File: src/rtl/id_ex_stage_if.sv
// Bundle for the ID/EX stage: the fetch-side and regfile inputs plus the execute-side slot.
// The slave modport is the stage itself; the master modport is everything around it.
interface id_ex_stage_if #(
   parameter int XLEN = 64
);
   logic            flush;
   logic            in_valid;
   logic            in_ready;
   logic [XLEN-1:0] in_pc;
   logic [31:0]     in_inst;
   logic [4:0]      rs1_addr;
   logic [4:0]      rs2_addr;
   logic [XLEN-1:0] rs1_data;
   logic [XLEN-1:0] rs2_data;
   logic            ex_valid;
   logic            ex_ready;
   logic [3:0]      ex_aluop;
   logic [XLEN-1:0] ex_op1;
   logic [XLEN-1:0] ex_op2;
   logic [XLEN-1:0] ex_imm;
   logic [XLEN-1:0] ex_pc;
   logic [XLEN-1:0] ex_store_data;
   logic [4:0]      ex_rd;
   logic            ex_wen;
   logic [2:0]      ex_class;
   logic [2:0]      ex_funct3;
   logic            ex_word;
   logic            ex_illegal;

   modport slave (
      input  flush, in_valid, in_pc, in_inst, rs1_data, rs2_data, ex_ready,
      output in_ready, rs1_addr, rs2_addr, ex_valid, ex_aluop, ex_op1, ex_op2,
             ex_imm, ex_pc, ex_store_data, ex_rd, ex_wen, ex_class, ex_funct3,
             ex_word, ex_illegal
   );

   modport master (
      output flush, in_valid, in_pc, in_inst, rs1_data, rs2_data, ex_ready,
      input  in_ready, rs1_addr, rs2_addr, ex_valid, ex_aluop, ex_op1, ex_op2,
             ex_imm, ex_pc, ex_store_data, ex_rd, ex_wen, ex_class, ex_funct3,
             ex_word, ex_illegal
   );
endinterface

File: src/rtl/id_ex_stage.sv
// RV64I decode stage with a one-deep ID/EX register slot toward the execute-stage ALU.
// Regfile addresses and in_ready are combinational; everything on the ex_* side is registered.
module id_ex_stage #(
   parameter int XLEN = 64
) (
   input logic          clk,
   input logic          rst,
   id_ex_stage_if.slave bus
);
   localparam logic [6:0] OPC_LUI    = 7'b0110111;
   localparam logic [6:0] OPC_AUIPC  = 7'b0010111;
   localparam logic [6:0] OPC_JAL    = 7'b1101111;
   localparam logic [6:0] OPC_JALR   = 7'b1100111;
   localparam logic [6:0] OPC_BRANCH = 7'b1100011;
   localparam logic [6:0] OPC_LOAD   = 7'b0000011;
   localparam logic [6:0] OPC_STORE  = 7'b0100011;
   localparam logic [6:0] OPC_OPIMM  = 7'b0010011;
   localparam logic [6:0] OPC_OPIMM32 = 7'b0011011;
   localparam logic [6:0] OPC_OP     = 7'b0110011;
   localparam logic [6:0] OPC_OP32   = 7'b0111011;
   localparam logic [6:0] F7_ALT     = 7'b0100000;

   localparam logic [2:0] CLS_ALU = 3'd0, CLS_LOAD = 3'd1, CLS_STORE = 3'd2;
   localparam logic [2:0] CLS_BRANCH = 3'd3, CLS_JAL = 3'd4, CLS_JALR = 3'd5;

   // funct3 to aluop; alt selects SUB for add and arithmetic for right shift.
   function automatic logic [3:0] alu_from_f3(input logic [2:0] f3, input logic alt);
      case (f3)
         3'b000:  alu_from_f3 = {3'b000, alt};
         3'b001:  alu_from_f3 = 4'b1000;
         3'b010:  alu_from_f3 = 4'b1100;
         3'b011:  alu_from_f3 = 4'b1110;
         3'b100:  alu_from_f3 = 4'b0100;
         3'b101:  alu_from_f3 = {2'b10, alt, 1'b1};
         3'b110:  alu_from_f3 = 4'b0110;
         default: alu_from_f3 = 4'b0111;
      endcase
   endfunction

   logic [31:0]     inst_s;
   logic [6:0]      opcode_s;
   logic [2:0]      f3_s;
   logic [6:0]      f7_s;
   logic            in_ready_s;
   logic            load_s;
   logic [XLEN-1:0] rs1_val_s, rs2_val_s;
   logic [XLEN-1:0] imm_i_s, imm_s_s, imm_b_s, imm_u_s, imm_j_s, sh6_s, sh5_s;
   logic [XLEN-1:0] pc_s, four_s, zero_s;

   logic [3:0]      aluop_s;
   logic [XLEN-1:0] op1_s, op2_s, imm_s;
   logic [2:0]      class_s;
   logic            word_s, legal_s, writes_s;

   logic            ex_valid_r, ex_wen_r, ex_word_r, ex_illegal_r;
   logic [3:0]      ex_aluop_r;
   logic [XLEN-1:0] ex_op1_r, ex_op2_r, ex_imm_r, ex_pc_r, ex_store_data_r;
   logic [4:0]      ex_rd_r;
   logic [2:0]      ex_class_r, ex_funct3_r;

   assign inst_s   = bus.in_inst;
   assign pc_s     = bus.in_pc;
   assign opcode_s = inst_s[6:0];
   assign f3_s     = inst_s[14:12];
   assign f7_s     = inst_s[31:25];
   assign zero_s   = {XLEN{1'b0}};
   assign four_s   = {{(XLEN-3){1'b0}}, 3'd4};

   assign bus.rs1_addr = inst_s[19:15];
   assign bus.rs2_addr = inst_s[24:20];
   assign rs1_val_s    = (inst_s[19:15] == 5'd0) ? zero_s : bus.rs1_data;
   assign rs2_val_s    = (inst_s[24:20] == 5'd0) ? zero_s : bus.rs2_data;

   assign imm_i_s = {{(XLEN-12){inst_s[31]}}, inst_s[31:20]};
   assign imm_s_s = {{(XLEN-12){inst_s[31]}}, inst_s[31:25], inst_s[11:7]};
   assign imm_b_s = {{(XLEN-13){inst_s[31]}}, inst_s[31], inst_s[7], inst_s[30:25], inst_s[11:8], 1'b0};
   assign imm_u_s = {{(XLEN-32){inst_s[31]}}, inst_s[31:12], 12'h000};
   assign imm_j_s = {{(XLEN-21){inst_s[31]}}, inst_s[31], inst_s[19:12], inst_s[20], inst_s[30:21], 1'b0};
   assign sh6_s   = {{(XLEN-6){1'b0}}, inst_s[25:20]};
   assign sh5_s   = {{(XLEN-5){1'b0}}, inst_s[24:20]};

   assign in_ready_s   = !ex_valid_r || bus.ex_ready;
   assign bus.in_ready = in_ready_s;
   assign load_s       = bus.in_valid && in_ready_s && !bus.flush;

   // Instruction decode: operand muxing, aluop, class and legality.
   always_comb begin
      aluop_s  = 4'b0000;
      op1_s    = rs1_val_s;
      op2_s    = rs2_val_s;
      imm_s    = zero_s;
      class_s  = CLS_ALU;
      word_s   = 1'b0;
      legal_s  = 1'b1;
      writes_s = 1'b0;
      case (opcode_s)
         OPC_OP: begin
            writes_s = 1'b1;
            aluop_s  = alu_from_f3(f3_s, inst_s[30]);
            legal_s  = (f7_s == 7'd0) || ((f7_s == F7_ALT) && (f3_s == 3'b000 || f3_s == 3'b101));
         end
         OPC_OP32: begin
            writes_s = 1'b1;
            word_s   = 1'b1;
            aluop_s  = alu_from_f3(f3_s, inst_s[30]);
            legal_s  = (f3_s == 3'b000 || f3_s == 3'b101) ? ((f7_s == 7'd0) || (f7_s == F7_ALT))
                                                          : ((f3_s == 3'b001) && (f7_s == 7'd0));
         end
         OPC_OPIMM: begin
            writes_s = 1'b1;
            imm_s    = imm_i_s;
            aluop_s  = alu_from_f3(f3_s, (f3_s == 3'b101) && inst_s[30]);
            op2_s    = (f3_s == 3'b001 || f3_s == 3'b101) ? sh6_s : imm_i_s;
            legal_s  = (f3_s == 3'b001) ? (inst_s[31:26] == 6'd0) :
                       (f3_s == 3'b101) ? (inst_s[31:26] == 6'd0 || inst_s[31:26] == 6'b010000) : 1'b1;
         end
         OPC_OPIMM32: begin
            writes_s = 1'b1;
            word_s   = 1'b1;
            imm_s    = imm_i_s;
            aluop_s  = alu_from_f3(f3_s, (f3_s == 3'b101) && inst_s[30]);
            op2_s    = (f3_s == 3'b000) ? imm_i_s : sh5_s;
            legal_s  = (f3_s == 3'b000) || ((f3_s == 3'b001) && (f7_s == 7'd0)) ||
                       ((f3_s == 3'b101) && ((f7_s == 7'd0) || (f7_s == F7_ALT)));
         end
         OPC_LUI: begin
            writes_s = 1'b1;
            op1_s    = zero_s;
            op2_s    = imm_u_s;
            imm_s    = imm_u_s;
         end
         OPC_AUIPC: begin
            writes_s = 1'b1;
            op1_s    = pc_s;
            op2_s    = imm_u_s;
            imm_s    = imm_u_s;
         end
         OPC_LOAD: begin
            writes_s = 1'b1;
            class_s  = CLS_LOAD;
            op2_s    = imm_i_s;
            imm_s    = imm_i_s;
            legal_s  = (f3_s != 3'b111);
         end
         OPC_STORE: begin
            class_s = CLS_STORE;
            op2_s   = imm_s_s;
            imm_s   = imm_s_s;
            legal_s = !f3_s[2];
         end
         OPC_BRANCH: begin
            class_s = CLS_BRANCH;
            imm_s   = imm_b_s;
            aluop_s = f3_s[1] ? 4'b1110 : 4'b1100;
            legal_s = (f3_s[2:1] != 2'b01);
         end
         OPC_JAL: begin
            writes_s = 1'b1;
            class_s  = CLS_JAL;
            op1_s    = pc_s;
            op2_s    = four_s;
            imm_s    = imm_j_s;
         end
         OPC_JALR: begin
            writes_s = 1'b1;
            class_s  = CLS_JALR;
            op1_s    = pc_s;
            op2_s    = four_s;
            imm_s    = imm_i_s;
            legal_s  = (f3_s == 3'b000);
         end
         default: begin
            legal_s = 1'b0;
         end
      endcase
   end

   // ID/EX slot: reset clears it, flush kills it, a transfer loads it; illegal slots carry a neutral payload.
   always_ff @(posedge clk) begin
      if (rst) begin
         ex_valid_r      <= 1'b0;
         ex_aluop_r      <= 4'b0000;
         ex_op1_r        <= {XLEN{1'b0}};
         ex_op2_r        <= {XLEN{1'b0}};
         ex_imm_r        <= {XLEN{1'b0}};
         ex_pc_r         <= {XLEN{1'b0}};
         ex_store_data_r <= {XLEN{1'b0}};
         ex_rd_r         <= 5'd0;
         ex_wen_r        <= 1'b0;
         ex_class_r      <= 3'd0;
         ex_funct3_r     <= 3'd0;
         ex_word_r       <= 1'b0;
         ex_illegal_r    <= 1'b0;
      end else begin
         if (bus.flush) begin
            ex_valid_r <= 1'b0;
         end else if (in_ready_s) begin
            ex_valid_r <= bus.in_valid;
         end else begin
            ex_valid_r <= ex_valid_r;
         end
         if (load_s) begin
            ex_aluop_r      <= legal_s ? aluop_s : 4'b0000;
            ex_op1_r        <= legal_s ? op1_s : {XLEN{1'b0}};
            ex_op2_r        <= legal_s ? op2_s : {XLEN{1'b0}};
            ex_imm_r        <= legal_s ? imm_s : {XLEN{1'b0}};
            ex_pc_r         <= pc_s;
            ex_store_data_r <= rs2_val_s;
            ex_rd_r         <= inst_s[11:7];
            ex_wen_r        <= legal_s && writes_s && (inst_s[11:7] != 5'd0);
            ex_class_r      <= legal_s ? class_s : CLS_ALU;
            ex_funct3_r     <= f3_s;
            ex_word_r       <= legal_s && word_s;
            ex_illegal_r    <= !legal_s;
         end else begin
            ex_aluop_r <= ex_aluop_r;
         end
      end
   end

   assign bus.ex_valid      = ex_valid_r;
   assign bus.ex_aluop      = ex_aluop_r;
   assign bus.ex_op1        = ex_op1_r;
   assign bus.ex_op2        = ex_op2_r;
   assign bus.ex_imm        = ex_imm_r;
   assign bus.ex_pc         = ex_pc_r;
   assign bus.ex_store_data = ex_store_data_r;
   assign bus.ex_rd         = ex_rd_r;
   assign bus.ex_wen        = ex_wen_r;
   assign bus.ex_class      = ex_class_r;
   assign bus.ex_funct3     = ex_funct3_r;
   assign bus.ex_word       = ex_word_r;
   assign bus.ex_illegal    = ex_illegal_r;
endmodule

File: src/flat_wrapper.sv
// flat-port wrapper written by rule: the top's interface ports become plain ports
module id_ex_stage_flat 
#(
   parameter int XLEN = 64
)
  (clk, rst, bus_flush, bus_in_valid, bus_in_pc, bus_in_inst, bus_rs1_data, bus_rs2_data, bus_ex_ready, bus_in_ready, bus_rs1_addr, bus_rs2_addr, bus_ex_valid, bus_ex_aluop, bus_ex_op1, bus_ex_op2, bus_ex_imm, bus_ex_pc, bus_ex_store_data, bus_ex_rd, bus_ex_wen, bus_ex_class, bus_ex_funct3, bus_ex_word, bus_ex_illegal);
  id_ex_stage_if #(.XLEN(XLEN)) bus_i ();
  input logic clk;
  input logic rst;
  input wire logic [$bits(bus_i.flush)-1:0] bus_flush;
  input wire logic [$bits(bus_i.in_valid)-1:0] bus_in_valid;
  input wire logic [$bits(bus_i.in_pc)-1:0] bus_in_pc;
  input wire logic [$bits(bus_i.in_inst)-1:0] bus_in_inst;
  input wire logic [$bits(bus_i.rs1_data)-1:0] bus_rs1_data;
  input wire logic [$bits(bus_i.rs2_data)-1:0] bus_rs2_data;
  input wire logic [$bits(bus_i.ex_ready)-1:0] bus_ex_ready;
  output wire logic [$bits(bus_i.in_ready)-1:0] bus_in_ready;
  output wire logic [$bits(bus_i.rs1_addr)-1:0] bus_rs1_addr;
  output wire logic [$bits(bus_i.rs2_addr)-1:0] bus_rs2_addr;
  output wire logic [$bits(bus_i.ex_valid)-1:0] bus_ex_valid;
  output wire logic [$bits(bus_i.ex_aluop)-1:0] bus_ex_aluop;
  output wire logic [$bits(bus_i.ex_op1)-1:0] bus_ex_op1;
  output wire logic [$bits(bus_i.ex_op2)-1:0] bus_ex_op2;
  output wire logic [$bits(bus_i.ex_imm)-1:0] bus_ex_imm;
  output wire logic [$bits(bus_i.ex_pc)-1:0] bus_ex_pc;
  output wire logic [$bits(bus_i.ex_store_data)-1:0] bus_ex_store_data;
  output wire logic [$bits(bus_i.ex_rd)-1:0] bus_ex_rd;
  output wire logic [$bits(bus_i.ex_wen)-1:0] bus_ex_wen;
  output wire logic [$bits(bus_i.ex_class)-1:0] bus_ex_class;
  output wire logic [$bits(bus_i.ex_funct3)-1:0] bus_ex_funct3;
  output wire logic [$bits(bus_i.ex_word)-1:0] bus_ex_word;
  output wire logic [$bits(bus_i.ex_illegal)-1:0] bus_ex_illegal;
  assign bus_i.flush = bus_flush;
  assign bus_i.in_valid = bus_in_valid;
  assign bus_i.in_pc = bus_in_pc;
  assign bus_i.in_inst = bus_in_inst;
  assign bus_i.rs1_data = bus_rs1_data;
  assign bus_i.rs2_data = bus_rs2_data;
  assign bus_i.ex_ready = bus_ex_ready;
  assign bus_in_ready = bus_i.in_ready;
  assign bus_rs1_addr = bus_i.rs1_addr;
  assign bus_rs2_addr = bus_i.rs2_addr;
  assign bus_ex_valid = bus_i.ex_valid;
  assign bus_ex_aluop = bus_i.ex_aluop;
  assign bus_ex_op1 = bus_i.ex_op1;
  assign bus_ex_op2 = bus_i.ex_op2;
  assign bus_ex_imm = bus_i.ex_imm;
  assign bus_ex_pc = bus_i.ex_pc;
  assign bus_ex_store_data = bus_i.ex_store_data;
  assign bus_ex_rd = bus_i.ex_rd;
  assign bus_ex_wen = bus_i.ex_wen;
  assign bus_ex_class = bus_i.ex_class;
  assign bus_ex_funct3 = bus_i.ex_funct3;
  assign bus_ex_word = bus_i.ex_word;
  assign bus_ex_illegal = bus_i.ex_illegal;
  id_ex_stage #(.XLEN(XLEN)) u_core (.clk(clk), .rst(rst), .bus(bus_i));
endmodule
File: config.mk
export PLATFORM = sky130hd
export DESIGN_NAME = id_ex_stage_flat
export DESIGN_NICKNAME = d
export VERILOG_FILES = /design/src/rtl/id_ex_stage_if.sv /design/src/rtl/id_ex_stage.sv /design/src/flat_wrapper.sv
export SDC_FILE = /design/constraint.sdc
export NUM_CORES = 1
export LEC_CHECK = 0
export CORE_AREA = 2 2 226 228
export CTS_CLUSTER_DIAMETER = 120
export DETAILED_ROUTE_END_ITERATION = 8
export DIE_AREA = 0 0 228 230
export PLACE_DENSITY_LB_ADDON = 0.2
export SYNTH_ARGS = -nofsm -noshare
export SYNTH_HDL_FRONTEND = slang
export SYNTH_SLANG_ARGS = --single-unit
File: constraint.sdc
create_clock -name clk -period 3.3 [get_ports clk]
set_clock_uncertainty 0.2 [all_clocks]
set_input_delay 0.66 -clock clk [delete_from_list [all_inputs] [get_ports clk]]
set_output_delay 0.66 -clock clk [all_outputs]
set_load 0.01 [all_outputs]
# Word level (Yosys, flattened, before mapping)
# Cells that the tools add are included.
classes:
  addsub: 0
  mul: 0
  div_mod_pow: 0
  n_lt_le_gt_ge: 0
  n_eq_ne: 21
  shift: 0
  n_mux: 23
  bitwise: 0
  reduce_logical: 37
op_table:
  columns: ["operator", "n"]
  rows:
  - ["two-way mux 64 bit", 7]
  - ["one-hot mux 64 bit (6 select lines)", 1]
  - ["one-hot mux 64 bit (5 select lines)", 1]
  - ["one-hot mux 64 bit (2 select lines)", 1]
  - ["one-hot mux 4 bit (7 select lines)", 2]
  - ["equality test 7 x 6 -> 1 bit, second input constant", 5]
  - ["equality test 7 x 5 -> 1 bit, second input constant", 3]
  - ["equality test 7 bit, second input constant", 3]
  - ["one-hot mux 3 bit (5 select lines)", 1]
  - ["one-hot mux 4 bit (3 select lines)", 1]
  - ["OR reduction 2 bit", 6]
  - ["logical NOT 5 bit", 2]
  - ["equality test 3 bit, second input constant", 3]
  - ["logical AND 1 bit", 9]
  - ["one-hot mux 1 bit (9 select lines)", 1]
  - ["OR reduction 9 bit", 1]
  - ["logical OR 1 bit", 8]
  - ["equality test 7 x 2 -> 1 bit, second input constant", 1]
  - ["logical NOT 7 bit", 1]
  - ["equality test 3 x 2 -> 1 bit, second input constant", 2]
  - ["equality test 6 x 5 -> 1 bit, second input constant", 1]
  - ["logical NOT 6 bit", 1]
  - ["OR reduction 3 bit", 2]
  - ["two-way mux 1 bit", 5]
  - ["10 further kinds", 13]
totals:
  ff_bits: 339
  latchBits: 0
  ramBits: 0
  rom_bits: 0
  input_bits: 229
  output_inout_bits: 350
  wordCells: 94
  n_memories: 0

# Depth between registers and ports, before layout
# Gate-level depths: netlist (run 1).
logic_depth:
  ltp_word: 7
  depth_mapped: 9
  mapped_depth_nobuf: 5

# Least setup slack after synthesis (run 1)
# No wires, ideal clock.
synth_timing:
  kind: "input-to-reg"
  startpoint: "in bus_in_inst[4]"
  endpoint: "reg u_core.ex_op2_r[0] (netlist: u_core.bus.ex_op2[0])"
  setup_ps: 129
  arrival_ps: 2348
  required_ps: 2971
  path_slack_ps: 622
  cell_stages: 8
  path_buffers: 3
  path_cell_list: "buf_2 -> buf_2 -> or4b_1 -> o311ai_0 -> nand2_1 -> clkbuf_1 -> a222oi_1 -> o31ai_1"
synth_between:
  elab_chain_cells: 4
  word_cells_on_any_way: 17
  cone_classes: "eq/ne (11); mux (3); reduce/logical (3)"
synth_rtl:
  columns: ["item", "line_no", "source"]
  rows:
  - ["start: declaration", "flat_wrapper.sv:13", "input wire logic [$bits(bus_i.in_inst)-1:0] bus_in_inst;"]
  - ["equality test 7 x 6 -> 1 bit (tied with other cells)", "id_ex_stage.sv:96", "case (opcode_s)"]
  - ["OR reduction 3 bit (no source line) or OR reduction 2 bit (tied branches)", null, null]
  - ["one-hot mux 1 bit (9 select lines) or one-hot mux 64 bit (6 select lines) (tied branches)", "id_ex_stage.sv:96", null]
  - ["two-way mux 64 bit *", "id_ex_stage.sv:205", "ex_op2_r <= legal_s ? op2_s : {XLEN{1'b0}};"]
  - ["end signal: assignment", "id_ex_stage.sv:184", "ex_op2_r <= {XLEN{1'b0}};"]
  - ["end signal: assignment", "id_ex_stage.sv:205", null]
  - ["end: declaration", "id_ex_stage.sv:57", "logic [XLEN-1:0] ex_op1_r, ex_op2_r, ex_imm_r, ex_pc_r, ex_store_data_r;"]
# Mark *: on every way between the ends. The rest lies on a longest branch, timed or not.
# A chain may end at the register's enable or synchronous reset.

# Worst setup path after layout (run 1)
layout_timing:
  startpoint: "in bus_ex_ready"
  endpoint: "out bus_in_ready"
layout_between:
  elab_chain_cells: 1
layout_rtl:
  columns: ["item", "line_no", "source"]
  rows:
  - ["start: declaration", "flat_wrapper.sv:16", "input wire logic [$bits(bus_i.ex_ready)-1:0] bus_ex_ready;"]
  - ["logical OR 1 bit", "id_ex_stage.sv:82", "assign in_ready_s = !ex_valid_r || bus.ex_ready;"]
  - ["end: declaration", "flat_wrapper.sv:17", "output wire logic [$bits(bus_i.in_ready)-1:0] bus_in_ready;"]
# No other way between the ends.

==> results.py, run 1 <==
metrics = {
    "outcome": {
        "outcome": "finished, final reports clean",
    },
    "clock_network": {
        "cts_resized": 0,
        "cts_buffers": 38,
        "cts-htree-levels": 2,
        "cts_setup_buffers": 0,
        "cts-root-to-sink-buffers": 3,
        "clk_pin_slew_worst_paths_ns": 0.05,
        "clock_latency_ns": 0.54,
        "root_buffer": "clkbuf_16",
        "holdBufCountCts": 0,
        "cts_tree": "built",
        "cts_sinks": 307,
    },
    "worst_setup_path": {
        "path_common_cell": "clkdlybuf4s50_1",
        "path_buf_inv": 2,
        "critical_path_arrival_ns": 2.14,
        "cp_max_fo": 5,
        "worstPathRequired_ns": 2.44,
        "rr_startpoint": "u_core.bus.ex_valid",
        "endpoint_kind": "primary output",
        "cpLargestDelayFamily": "buffers and inverters",
        "cp_slowest_cell": "clkdlybuf4s50_1",
        "worstSetupPathType": "in2out",
        "slowest_delay_ns": 0.63,
        "cp_cell_sequence": "clkdlybuf4s50_1 > nand2b_1 > clkdlybuf4s50_1",
        "crit_start": "bus_ex_ready",
        "start_kind": "input port",
    },
    "synthesis": {
        "postSynthAreaPerCell_um2": 8.36,
        "synth_edf_count": 0,
        "synth_top_area_share": 0.476,
        "synth_simple_gate_area_share": 0.178,
        "synth-seq-cells": 307,
        "synthCells": 1546,
        "synth_compound_area_frac": 0.265,
        "synth_top_area_cell": "dfxtp_1",
        "synthFlopType": "dfxtp_1",
        "synth_most_common_cell": "nand2_1",
        "synth.area.mux_share": 0,
        "synthArstFlopShare": 0,
        "ys_seq_area_frac": 0.476,
        "ys_warn_count": 0,
        "yosys.cell_types.count": 55,
        "synth_area_um2": 12900,
        "synthesis.nets": 1775,
        "synth_area_leaders": "dfxtp_1, nand2_1, o31ai_1, a21oi_1, a22oi_1",
        "synth_top_family_by_area": "compound AO/OA/AOI/OAI gates",
        "synthXorXnorAreaFrac": 0.000678,
        "synth_common_cells": "nand2_1, dfxtp_1, a21oi_1",
        "synthAdderAreaFrac": 0,
    },
    "sta": {
        "maxSlewHeadroom": 0.468,
        "setup_viol": 0,
        "worstMarginPinSlew_ns": 0.798,
        "period_share": 0.908,
        "min_period_ns": 3.00,
        "hold_viol": 0,
        "tns_ns": 0,
        "rsz0062_at_grt": "false",
        "maxSlewViolCount": 0,
        "max_clock_freq_mhz": 334,
    },
    "global_route": {
        "grt-busiest-layer": "met2",
        "track_usage": 0.216,
        "grt_max_degree": 117,
        "grt_util_met2": 0.358,
        "grt_pass1_wl_mm": 87.3,
        "grt_pass1_vias": 13100,
        "overflow": 0,
        "grtUsageMet3": 0.0609,
        "antenna_found_initial": 6,
        "met1_usage": 0.270,
    },
    "die": {
        "pin_count": 579,
        "die-height_um": 230,
        "core-area_um2": 49900,
        "dieArea_um2": 52400,
        "start_util": 0.259,
        "die_w_um": 228,
        "fp-row-count": 82,
    },
    "drt": {
        "route.vias.total": 13600,
        "totalWireLength_mm": 59.1,
        "drt-vias-per-instance": 4.95,
        "remaining_drc_errors": 0,
        "ant_nets": 0,
        "drtIter0Drc": 827,
        "first_pass_iters": 7,
        "wl_per_cell_um": 21.5,
    },
    "cells_and_area": {
        "finalNetCount": 2275,
        "area.growth.synth_to_final_pct": 60.9,
        "drive_gt1_frac": 0.0843,
        "fin_util": 0.417,
    },
    "power_and_ir_drop": {
        "p_leak_nw": 7.25,
        "powerDensity_nw_per_um2": 458,
        "vdd.ir_drop.worst_uv": 376,
    },
    "run": {
        "drv_cap": 0,
    },
    "place": {
        "routabilityCongestion": 0.849,
        "io_buffer_count": 578,
        "hpwlAfterDp_mm": 41.8,
    },
    "worst_hold_path": {
        "min_from": "u_core.bus.ex_op1[63]",
        "hold_class": "reg2reg",
    },
}
==> final timing paths <==
| kind | endpoint | slack (ns) | cells after the start |
|---|---|---|---|
| hold reg to reg | u_core.bus.ex_op1[63] | 0.24 | 2 |
| setup / recovery | bus_in_ready | 0.30 | 3 |
| hold / removal | u_core.bus.ex_op1[63] | 0.24 | 2 |
| setup reg to reg | u_core.bus.ex_op2[18] | 1.13 | 5 |
==> flip-flops by register name (all words and copies together) (netlist names) <==
| signal | cells |
|---|---|
| u_core.bus.ex_class | 3 |
| u_core.bus.ex_rd | 5 |
| u_core.bus.ex_wen | 1 |
| u_core.bus.ex_valid | 1 |
| u_core.bus.ex_imm | 32 |
| u_core.bus.ex_funct3 | 3 |
| u_core.bus.ex_pc | 64 |
| u_core.bus.ex_word | 1 |
| u_core.bus.ex_op1 | 64 |
| u_core.bus.ex_op2 | 64 |
| u_core.bus.ex_store_data | 64 |
| u_core.bus.ex_illegal | 1 |
| u_core.bus.ex_aluop | 4 |
==> per-stage QoR <==
| step | setup slack (ns) | cell area [µm²] | hold slack [ns] | power (mW) | instances |
|---|---|---|---|---|---|
| after floorplan | 0.622 | 12900 | 0.278 | 4.38 | 1546 |
| after global placement | 0.0585 | 19400 | 0.234 | 5.12 | 2678 |
| after detailed placement | 0.0141 | 19400 | 0.239 | 5.12 | 2678 |
| after CTS | 0.304 | 20800 | 0.252 | 9.68 | 2747 |
| after global routing | 0.249 | 20800 | 0.271 | 9.89 | 2748 |
| final | 0.305 | 20800 | 0.245 | 9.52 | 2748 |
==> worst reg2reg max path, delay by kind of cell, from the launching register on <==
family,cells,cell delay (ns)
AND/OR/NAND/NOR,2,0.52
AO/OA/AOI/OAI,2,0.57
flip-flops,1,0.39
buffers and inverters,1,0.40
==> metal layers <==
metal | vias to the layer above | routed length [µm]
met3 | 87 | 4660
met2 | 546 | 27700
met5 | - | 55
met4 | 8 | 1570
li1 | 6509 | -
met1 | 6458 | 25100
==> final cells by class <==
type / instances / area [µm²]
fillers: 5020 / 29100
repair buffers: 655 / 6620
flip-flops and latches: 307 / 6150
multi-input cells: 1038 / 5820
clock buffers: 59 / 1190
well taps: 672 / 841
clock inverters: 10 / 153
inverters: 6 / 22.5
diodes: 1 / 2.50
==> cell families (layout without fill, tap and decap cells) <==
family,after synthesis,in the layout
AND/OR/NAND/NOR,537,537
other,0,1
AO/OA/AOI/OAI,500,500
flip-flops,307,307
buffers and inverters,201,730
XOR/XNOR,1,1
==> layout by cell type (no fill, tap or decap), types with 19 or more instances in the layout <==
| master | count |
|---|---|
| clkdlybuf4s50_1 | 577 |
| nand2_1 | 384 |
| dfxtp_1 | 307 |
| a21oi_1 | 150 |
| o31ai_1 | 126 |
| a22oi_1 | 70 |
| nand3_1 | 68 |
| buf_4 | 57 |
| clkbuf_16 | 41 |
| a31oi_1 | 39 |
| o21ai_0 | 33 |
| and3_1 | 21 |
| o31ai_2 | 20 |
| buf_12 | 20 |
| a311oi_1 | 19 |
==> where the power goes <==
part           switching, mW  internal [mW]
logic                  0.607          0.590
registers             0.0451           3.79
clock network           1.69           2.80
total                   2.34           7.18
No activity file was read; power rests on OpenSTA's default activity.
==> run 2: changes to the inputs <==
- CTS_BUF_LIST: default -> sky130_fd_sc_hd__clkbuf_16
==> run 2 against run 1 <==
Sequential share of layout area increased by 0.14 points. Highest routed layer unchanged. Global-route usage about the same. Die area unchanged. Via count decreased by 0.28%. Routed wire length increased by 0.17%.
==> results.py, run 2 (synthesis gave the netlist of run 1 again) <==
metrics = {
    "power_and_ir_drop": {
        "p_leak_nw": 7.23,
        "clockPowerShare": 0.456,
        "power.internal_mw": 6.92,
        "seqPwrFrac": 0.415,
        "p_sw_mw": 2.33,
        "vdd.ir_drop.worst_uv": 357,
        "netSwitchingFraction": 0.252,
        "combPwrFrac": 0.129,
        "powerDensity_nw_per_um2": 447,
    },
    "worst_setup_path": {
        "cp_max_fo": 5,
        "slowest_delay_ns": 0.63,
        "start_kind": "input port",
        "rr_worst_depth": 5,
        "cp_slowest_cell": "clkdlybuf4s50_1",
        "cp_cell_sequence": "clkdlybuf4s50_1 > nand2b_1 > clkdlybuf4s50_1",
        "cp.depth": 3,
        "path_buf_inv": 2,
        "r2r-end": "u_core.bus.ex_op2[18]",
        "crit_start": "bus_ex_ready",
        "critical_path_arrival_ns": 2.13,
        "cpLargestDelayFamily": "buffers and inverters",
        "regToRegSetupSlack_ns": 1.15,
        "path_common_cell": "clkdlybuf4s50_1",
        "worstPathRequired_ns": 2.44,
        "endpoint_kind": "primary output",
        "critical_path.endpoint": "bus_in_ready",
        "worstSetupPathType": "in2out",
        "rr_startpoint": "u_core.bus.ex_valid",
    },
    "clock_network": {
        "clock_latency_ns": 0.54,
        "clk_pin_slew_worst_paths_ns": 0.05,
        "cts-htree-levels": 2,
        "cts_tree": "built",
        "holdBufCountCts": 0,
        "cts_buffers": 38,
        "cts-root-to-sink-buffers": 3,
        "cts_resized": 0,
        "root_buffer": "clkbuf_16",
        "cts_sinks": 307,
        "cts_setup_buffers": 0,
    },
    "run": {
        "drv_cap": 0,
    },
    "sta": {
        "maxSlewViolCount": 0,
        "rsz0062_at_grt": "false",
        "maxSlewHeadroom": 0.469,
        "hold_viol": 0,
        "tns_ns": 0,
        "max_clock_freq_mhz": 335,
        "fin_hold_ws_ns": 0.245,
        "setup_viol": 0,
        "min_period_ns": 2.99,
        "period_share": 0.906,
        "worstMarginPinSlew_ns": 0.797,
    },
    "cells_and_area": {
        "fin_util": 0.415,
        "n_fill_cell": 5029,
        "final_common_cell": "clkdlybuf4s50_1",
        "drive_gt1_frac": 0.0795,
        "finalNetCount": 2275,
        "layout_common_cells": "clkdlybuf4s50_1, nand2_1, dfxtp_1, a21oi_1, o31ai_1",
        "area.growth.synth_to_final_pct": 60.2,
        "fin_cells": 2748,
    },
    "place": {
        "io_buffer_count": 578,
        "routabilityCongestion": 0.849,
        "place_inst": 2678,
        "hpwlAfterDp_mm": 41.8,
    },
    "global_route": {
        "grt_max_degree": 117,
        "grt_pass1_vias": 13100,
        "grt_pass1_wl_mm": 87.2,
        "antenna_found_initial": 6,
        "track_usage": 0.216,
        "overflow": 0,
    },
    "outcome": {
        "outcome": "finished, final reports clean",
    },
    "die": {
        "dieArea_um2": 52400,
        "start_util": 0.259,
        "pin_count": 579,
        "die-height_um": 230,
        "die_w_um": 228,
        "fp-row-count": 82,
        "core-area_um2": 49900,
    },
    "drt": {
        "drt-vias-per-instance": 4.94,
        "remaining_drc_errors": 0,
        "wl_per_cell_um": 21.5,
        "first_pass_iters": 5,
        "drtIter0Drc": 835,
        "totalWireLength_mm": 59.2,
        "route.vias.total": 13600,
        "ant_nets": 0,
    },
    "worst_hold_path": {
        "hold_class": "reg2reg",
    },
}
-- run 2: changes by cell type in the layout (fill, tap and decap cells not counted) --
cell | before | now
clkbuf_1 | 8 | 0
inv_1 | 6 | 14
clkinv_1 | 0 | 10
clkbuf_8 | 10 | 0
-- run 2: power groups by stage --
stage	sequential, mW	clock, mW	combinational, mW
2_1_floorplan	3.96	0	0.425
3_3_place_gp	3.92	0	1.20
3_5_place_dp	3.92	0	1.20
4_1_cts	3.84	4.36	1.21
5_1_grt	3.85	4.48	1.29
6_report	3.84	4.22	1.20
-- run 2: final cells by class --
type / count / area (µm²) / area share
clock buffers: 41 / 1030 / 0.0496
diodes: 1 / 2.50 / 0.000121
inverters: 6 / 22.5 / 0.00109
flip-flops and latches: 307 / 6150 / 0.297
clock inverters: 28 / 220 / 0.0106
repair buffers: 655 / 6620 / 0.320
well taps: 672 / 841 / 0.0406
multi-input cells: 1038 / 5820 / 0.281
-- run 2: per-layer routing --
metal	track usage	part of all wire	vias to the layer above
met3	0.0609	0.079	85
met4	0.0709	0.026	8
li1	-	-	6510
met2	0.358	0.47	528
met5	0	0.00093	-
met1	0.270	0.43	6439
-- run 2: worst min-delay path by stage --
stage,from,depth (start not counted),end,slack [ns]
global route,u_core.bus.ex_pc[34],2,u_core.bus.ex_pc[34],0.27
finish,u_core.bus.ex_op1[63],2,u_core.bus.ex_op1[63],0.24
CTS,u_core.bus.ex_op1[63],2,u_core.bus.ex_op1[63],0.25
floorplan,u_core.bus.ex_aluop[0],2,u_core.bus.ex_aluop[0],0.28
global placement,u_core.bus.ex_op2[29],2,u_core.bus.ex_op2[29],0.23
detailed placement,u_core.bus.ex_op1[63],2,u_core.bus.ex_op1[63],0.24
-- run 2: stage by stage --
stage	area [µm²]	total power, mW	worst slack [ns]
after floorplan	12900	4.38	0.622
after global placement	19400	5.12	0.0585
after detailed placement	19400	5.12	0.0141
after CTS	20700	9.41	0.304
after global routing	20700	9.62	0.249
final	20700	9.26	0.311
-- run 2: worst min-delay path, cell delays in order (launching register included) --
cell	delay (ns)
dfxtp_1	0.32
nand2_1	0.05
o31ai_1	0.05
